--- config.mk ---
export PLATFORM = sky130hd
export DESIGN_NAME = bcd_jk_down_counter
export DESIGN_NICKNAME = d
export VERILOG_FILES = /design/src/rtl/bcd_jk_down_counter_pkg.sv /design/src/rtl/bcd_jk_down_digit.sv /design/src/rtl/jk_ff.sv /design/src/rtl/bcd_jk_down_counter.sv
export SDC_FILE = /design/constraint.sdc
export NUM_CORES = 1
export LEC_CHECK = 0
export CORE_ASPECT_RATIO = 1.25
export CORE_UTILIZATION = 45
export CTS_BUF_LIST = sky130_fd_sc_hd__clkbuf_4
export DETAILED_ROUTE_END_ITERATION = 12
export GPL_ROUTABILITY_DRIVEN = 0
export PLACE_DENSITY = 0.75
export SLEW_MARGIN = 5
export SYNTH_ARGS = -nofsm -noshare
export SYNTH_HDL_FRONTEND = slang
export SYNTH_SLANG_ARGS = --single-unit
--- constraint.sdc ---
create_clock -name clk -period 5 [get_ports clk]
set_clock_uncertainty 0.2 [all_clocks]
set_input_delay 1 -clock clk [delete_from_list [all_inputs] [get_ports clk]]
set_output_delay 1 -clock clk [all_outputs]
set_load 0.05 [all_outputs]
--- src/rtl/bcd_jk_down_counter_pkg.sv ---
// Shared BCD constants and digit helpers for
// the JK-based down-counter.
package bcd_jk_down_counter_pkg;

    localparam int BCD_DIGIT_W = 4;

    typedef logic [BCD_DIGIT_W-1:0] bcd_t;

    localparam bcd_t BCD_MAX  = 4'd9;
    localparam bcd_t BCD_ZERO = 4'd0;

    function automatic bcd_t bcd_clamp(
        input bcd_t d
    );
        return (d > BCD_MAX) ? BCD_MAX : d;
    endfunction

    // Zero borrows around to nine.
    function automatic bcd_t bcd_dec(
        input bcd_t d
    );
        return (d == BCD_ZERO) ? BCD_MAX : d - 4'd1;
    endfunction

endpackage

--- src/rtl/bcd_jk_down_digit.sv ---
// One BCD decade: four JK flops plus
// load/clamp/decrement next-state logic.
module bcd_jk_down_digit
    import bcd_jk_down_counter_pkg::*;
(
    input  logic       clk,
    input  logic       rst,
    input  logic       dec_in,
    input  logic       load,
    input  logic [3:0] load_digit,
    output logic [3:0] digit,
    output logic       is_zero
);

    bcd_t nxt;

    always_comb begin
        nxt = digit;
        if (load) begin
            nxt = bcd_clamp(load_digit);
        end else if (dec_in) begin
            nxt = bcd_dec(digit);
        end
    end

    // J sets a bit that must rise, K clears one that must fall.
    for (genvar b = 0; b < BCD_DIGIT_W; b++) begin : g_bit
        jk_ff u_ff (
            .clk (clk),
            .rst (rst),
            .j   (~digit[b] & nxt[b]),
            .k   (digit[b] & ~nxt[b]),
            .q   (digit[b])
        );
    end

    assign is_zero = (digit == BCD_ZERO);

endmodule

--- src/rtl/jk_ff.sv ---
// JK flip-flop storage leaf with asynchronous
// active-high reset.
module jk_ff (
    input  logic clk,
    input  logic rst,
    input  logic j,
    input  logic k,
    output logic q
);

    always_ff @(posedge clk or posedge rst) begin
        if (rst) begin
            q <= 1'b0;
        end else begin
            case ({j, k})
                2'b01:   q <= 1'b0;
                2'b10:   q <= 1'b1;
                2'b11:   q <= ~q;
                default: q <= q;
            endcase
        end
    end

endmodule

--- src/rtl/bcd_jk_down_counter.sv ---
// Multi-decade BCD countdown timer built from
// JK-flop digits with borrow chain and expiry pulse.
module bcd_jk_down_counter
    import bcd_jk_down_counter_pkg::*;
#(
    parameter int DIGITS = 2,
    parameter int WRAP   = 0
) (
    input  logic                clk,
    input  logic                rst,
    input  logic                load,
    input  logic [4*DIGITS-1:0] load_val,
    input  logic                en,
    output logic [4*DIGITS-1:0] q,
    output logic                zero,
    output logic                borrow,
    output logic                done
);

    localparam logic [4*DIGITS-1:0] Q_ONE = 1;

    logic [DIGITS-1:0] dec;
    logic [DIGITS-1:0] dig_zero;
    logic              run;
    logic              expire;

    // Without wrap, the all-zero state stalls the chain.
    assign run = en & ~load & ((WRAP != 0) | ~zero);

    for (genvar i = 0; i < DIGITS; i++) begin : g_dig
        if (i == 0) begin : g_first
            assign dec[i] = run;
        end else begin : g_rest
            assign dec[i] = dec[i-1] & dig_zero[i-1];
        end

        bcd_jk_down_digit u_digit (
            .clk        (clk),
            .rst        (rst),
            .dec_in     (dec[i]),
            .load       (load),
            .load_digit (load_val[4*i +: 4]),
            .digit      (q[4*i +: 4]),
            .is_zero    (dig_zero[i])
        );
    end

    assign zero   = &dig_zero;
    assign borrow = en & zero;
    assign expire = run & (q == Q_ONE);

    always_ff @(posedge clk or posedge rst) begin
        if (rst) begin
            done <= 1'b0;
        end else begin
            done <= expire;
        end
    end

endmodule
==> flow_metrics.tcl <==
set metrics [dict create \
    highest_layer "met4" \
    antenna_left 0 \
    min_period_ps 3920 \
    worst_path_largest_cell_delay_ps 800 \
    max_freq_mhz 255 \
    initial_core_util 0.493 \
    power.density_nw_per_um2 584 \
    critPathTopFamily "simple AND/OR/NAND/NOR gates" \
    p_int_mw 0.327 \
    rsz0062_at_grt "no" \
    crit_path_cell_trace "inv_1 > ha_1 > or3b_1 > nor2_1 > and2_1 > clkdlybuf4s50_1" \
    htreeDepth 1 \
    ctsHoldBuffers 0 \
    wl_met2_um 803 \
    tns_ps 0 \
    synth_compound_area_frac 0.157 \
    synth_flop_cell "dfrtp_1" \
    numCtsBuffers 3 \
    drtPass1Iterations 4 \
    power.share.switching 0.486 \
    drc 0 \
    ctsResizeCount 0 \
    yosysTopAreaCell "dfrtp_1" \
    dp_hpwl_um 1240 \
    fin_nets 136 \
    wl_per_cell_um 12.1 \
    finalHoldViolCount 0 \
    grt_max_degree 21 \
    numPortBuffers 22 \
    synth.distinct_cells 38 \
    hp-class "reg2reg" \
    synth.net_count 121 \
    ys_seq_area_frac 0.252 \
    antenna_found_initial 0 \
    finish.utilization 0.602 \
    seqPwrFrac 0.219 \
    synth_common_cells "11 x ha_1, 10 x inv_1, 9 x dfrtp_1" \
    first_iter_violations 8 \
    yosys.area.top_type_share 0.252 \
    rows 17 \
    fp.coreArea_um2 1810 \
    crit_path_start_kind "flop" \
    die_y_um 51.8 \
    crit_arrival_ps 2720 \
    n_antenna_cell 0 \
    ys_ff_latch 9 \
    wl_um 1580 \
    ys_top_cells_by_area "dfrtp_1 25%, ha_1 15%, mux2_2 10%" \
    cp_max_fo 7 \
    status "finished clean" \
    met1_length_um 678 \
    synth_most_common_cell "ha_1" \
    synthArstFlopShare 1.00 \
    drive_above_1_share 0.143 \
    clock_latency_ps 260 \
    power_mw 0.636 \
    synthAdderAreaFrac 0.154 \
    syn_area_per_cell_um2 9.10 \
    cp.required_ps 3800 \
    cts-root-buf "clkbuf_4" \
    crit_slowest_cell "clkdlybuf4s50_1" \
    period_share 0.783 \
    crit_path_end_kind "output pin" \
    cts.sinks 9 \
    cts_tree "done" \
    p_leak_nw 0.490 \
    irDropWorstVdd_mv 0.287 \
    grt_pass1_vias 705 \
    cts_setup_buffers 0 \
    drt-vias-per-instance 5.84 \
    synth_top_family_by_area "simple AND/OR/NAND/NOR gates" \
    vias 765 \
    grt_pass1_wl_um 2720 \
    grt.overflow.total 0 \
    synth_xor_area_frac 0 \
    routed-wl-met3_um 79 \
    io_pins 23 \
    clockPowerShare 0.096 \
    fp.dieW_um 41.8 \
    yosysWarnings 0 \
    slew_headroom 0.561 \
    synthSimpleGateAreaFrac 0.195 \
    netlist_instances 98 \
    switchingPower_mw 0.309 \
    worstMarginPinSlew_ps 657 \
    path_class "reg2out" \
    slew_viol_final 0 \
    synth_area_um2 892 \
    dieArea_um2 2170 \
    maxCapViolations 0 \
    clockBufferDepth 2 \
    synth-edff-count 0 \
    combPwrFrac 0.685 \
    critPathBufInv 2 \
    setup_viol 0 \
    path_clk_slew_ps 60 \
    syn2layout_area_growth_pct 22.0 \
    synth_mux_area_frac 0.112 \
    grt_usage 0.158 \
]
==> logic make-up after synthesis <==
kind of cell | after synthesis
compound gates | 19
mux | 9
buf+inv | 22
fa+ha+maj | 11
simple gates | 28
flops | 9
==> final timing paths <==
kind	from	endpoint	slack, ps	cells after the start
setup / recovery	g_dig[1].u_digit.g_bit[0].u_ff.q$_DFFE_PP0P_	borrow	1080	6
hold / removal	g_dig[0].u_digit.g_bit[1].u_ff.q$_DFFE_PP0P_	g_dig[0].u_digit.g_bit[1].u_ff.q$_DFFE_PP0P_	370	1
setup reg to reg	g_dig[0].u_digit.g_bit[0].u_ff.q$_DFFE_PP0P_	g_dig[0].u_digit.g_bit[1].u_ff.q$_DFFE_PP0P_	2420	7
hold reg to reg	g_dig[0].u_digit.g_bit[1].u_ff.q$_DFFE_PP0P_	g_dig[0].u_digit.g_bit[1].u_ff.q$_DFFE_PP0P_	370	1
max in group asynchronous	rst	done$_DFF_PP0_	3550	2
min in group asynchronous	rst	g_dig[0].u_digit.g_bit[3].u_ff.q$_DFFE_PP0P_	800	2
==> final cells by class <==
| type | instances | area (um2) |
|---|---|---|
| clock buffer | 4 | 30.0 |
| tap | 19 | 23.8 |
| fill | 156 | 719 |
| inverter | 10 | 37.5 |
| timing repair buffer | 22 | 220 |
| multi-input combinational | 67 | 552 |
| sequential | 9 | 225 |
==> per-layer routing <==
metal | GRT usage | vias up
met1 | 0.172 | 359
met4 | 0.0860 | 0
li1 | - | 376
met3 | 0.0208 | 4
met2 | 0.292 | 26
met5 | 0 | -
==> cell usage in the layout (no fill, tap or decap), drive strengths merged, types with 3 or more instances in the layout <==
cell type,n
nor2,7
a21oi,3
mux2,8
and3,3
clkbuf,4
nand2,3
ha,11
clkdlybuf4s50,22
inv,10
o21ai,4
dfrtp,9
==> power by group through the flow <==
| stage | clock network (mW) | logic, mW | registers, mW |
|---|---|---|---|
| 2_1_floorplan | 0 | 0.371 | 0.133 |
| 4_1_cts | 0.0635 | 0.439 | 0.139 |
| 3_5_place_dp | 0 | 0.437 | 0.141 |
| 3_3_place_gp | 0 | 0.426 | 0.139 |
| 5_1_grt | 0.0688 | 0.472 | 0.146 |
| 6_report | 0.0608 | 0.435 | 0.140 |
==> per-stage QoR <==
step,hold WS (ps),std cells,setup WS (ps),cell area (um2)
after floorplan,319,98,1390,892
after global placement,340,127,1210,1060
after detailed placement,361,127,1190,1060
after CTS,373,131,1080,1090
after global routing,380,131,994,1090
final,365,131,1080,1090
==> state kept, by name, indices dropped and copies added (netlist names) <==
register,cells
done,1
g_dig.u_digit.g_bit.u_ff.q,8
No activity file was read; power rests on OpenSTA's default activity.
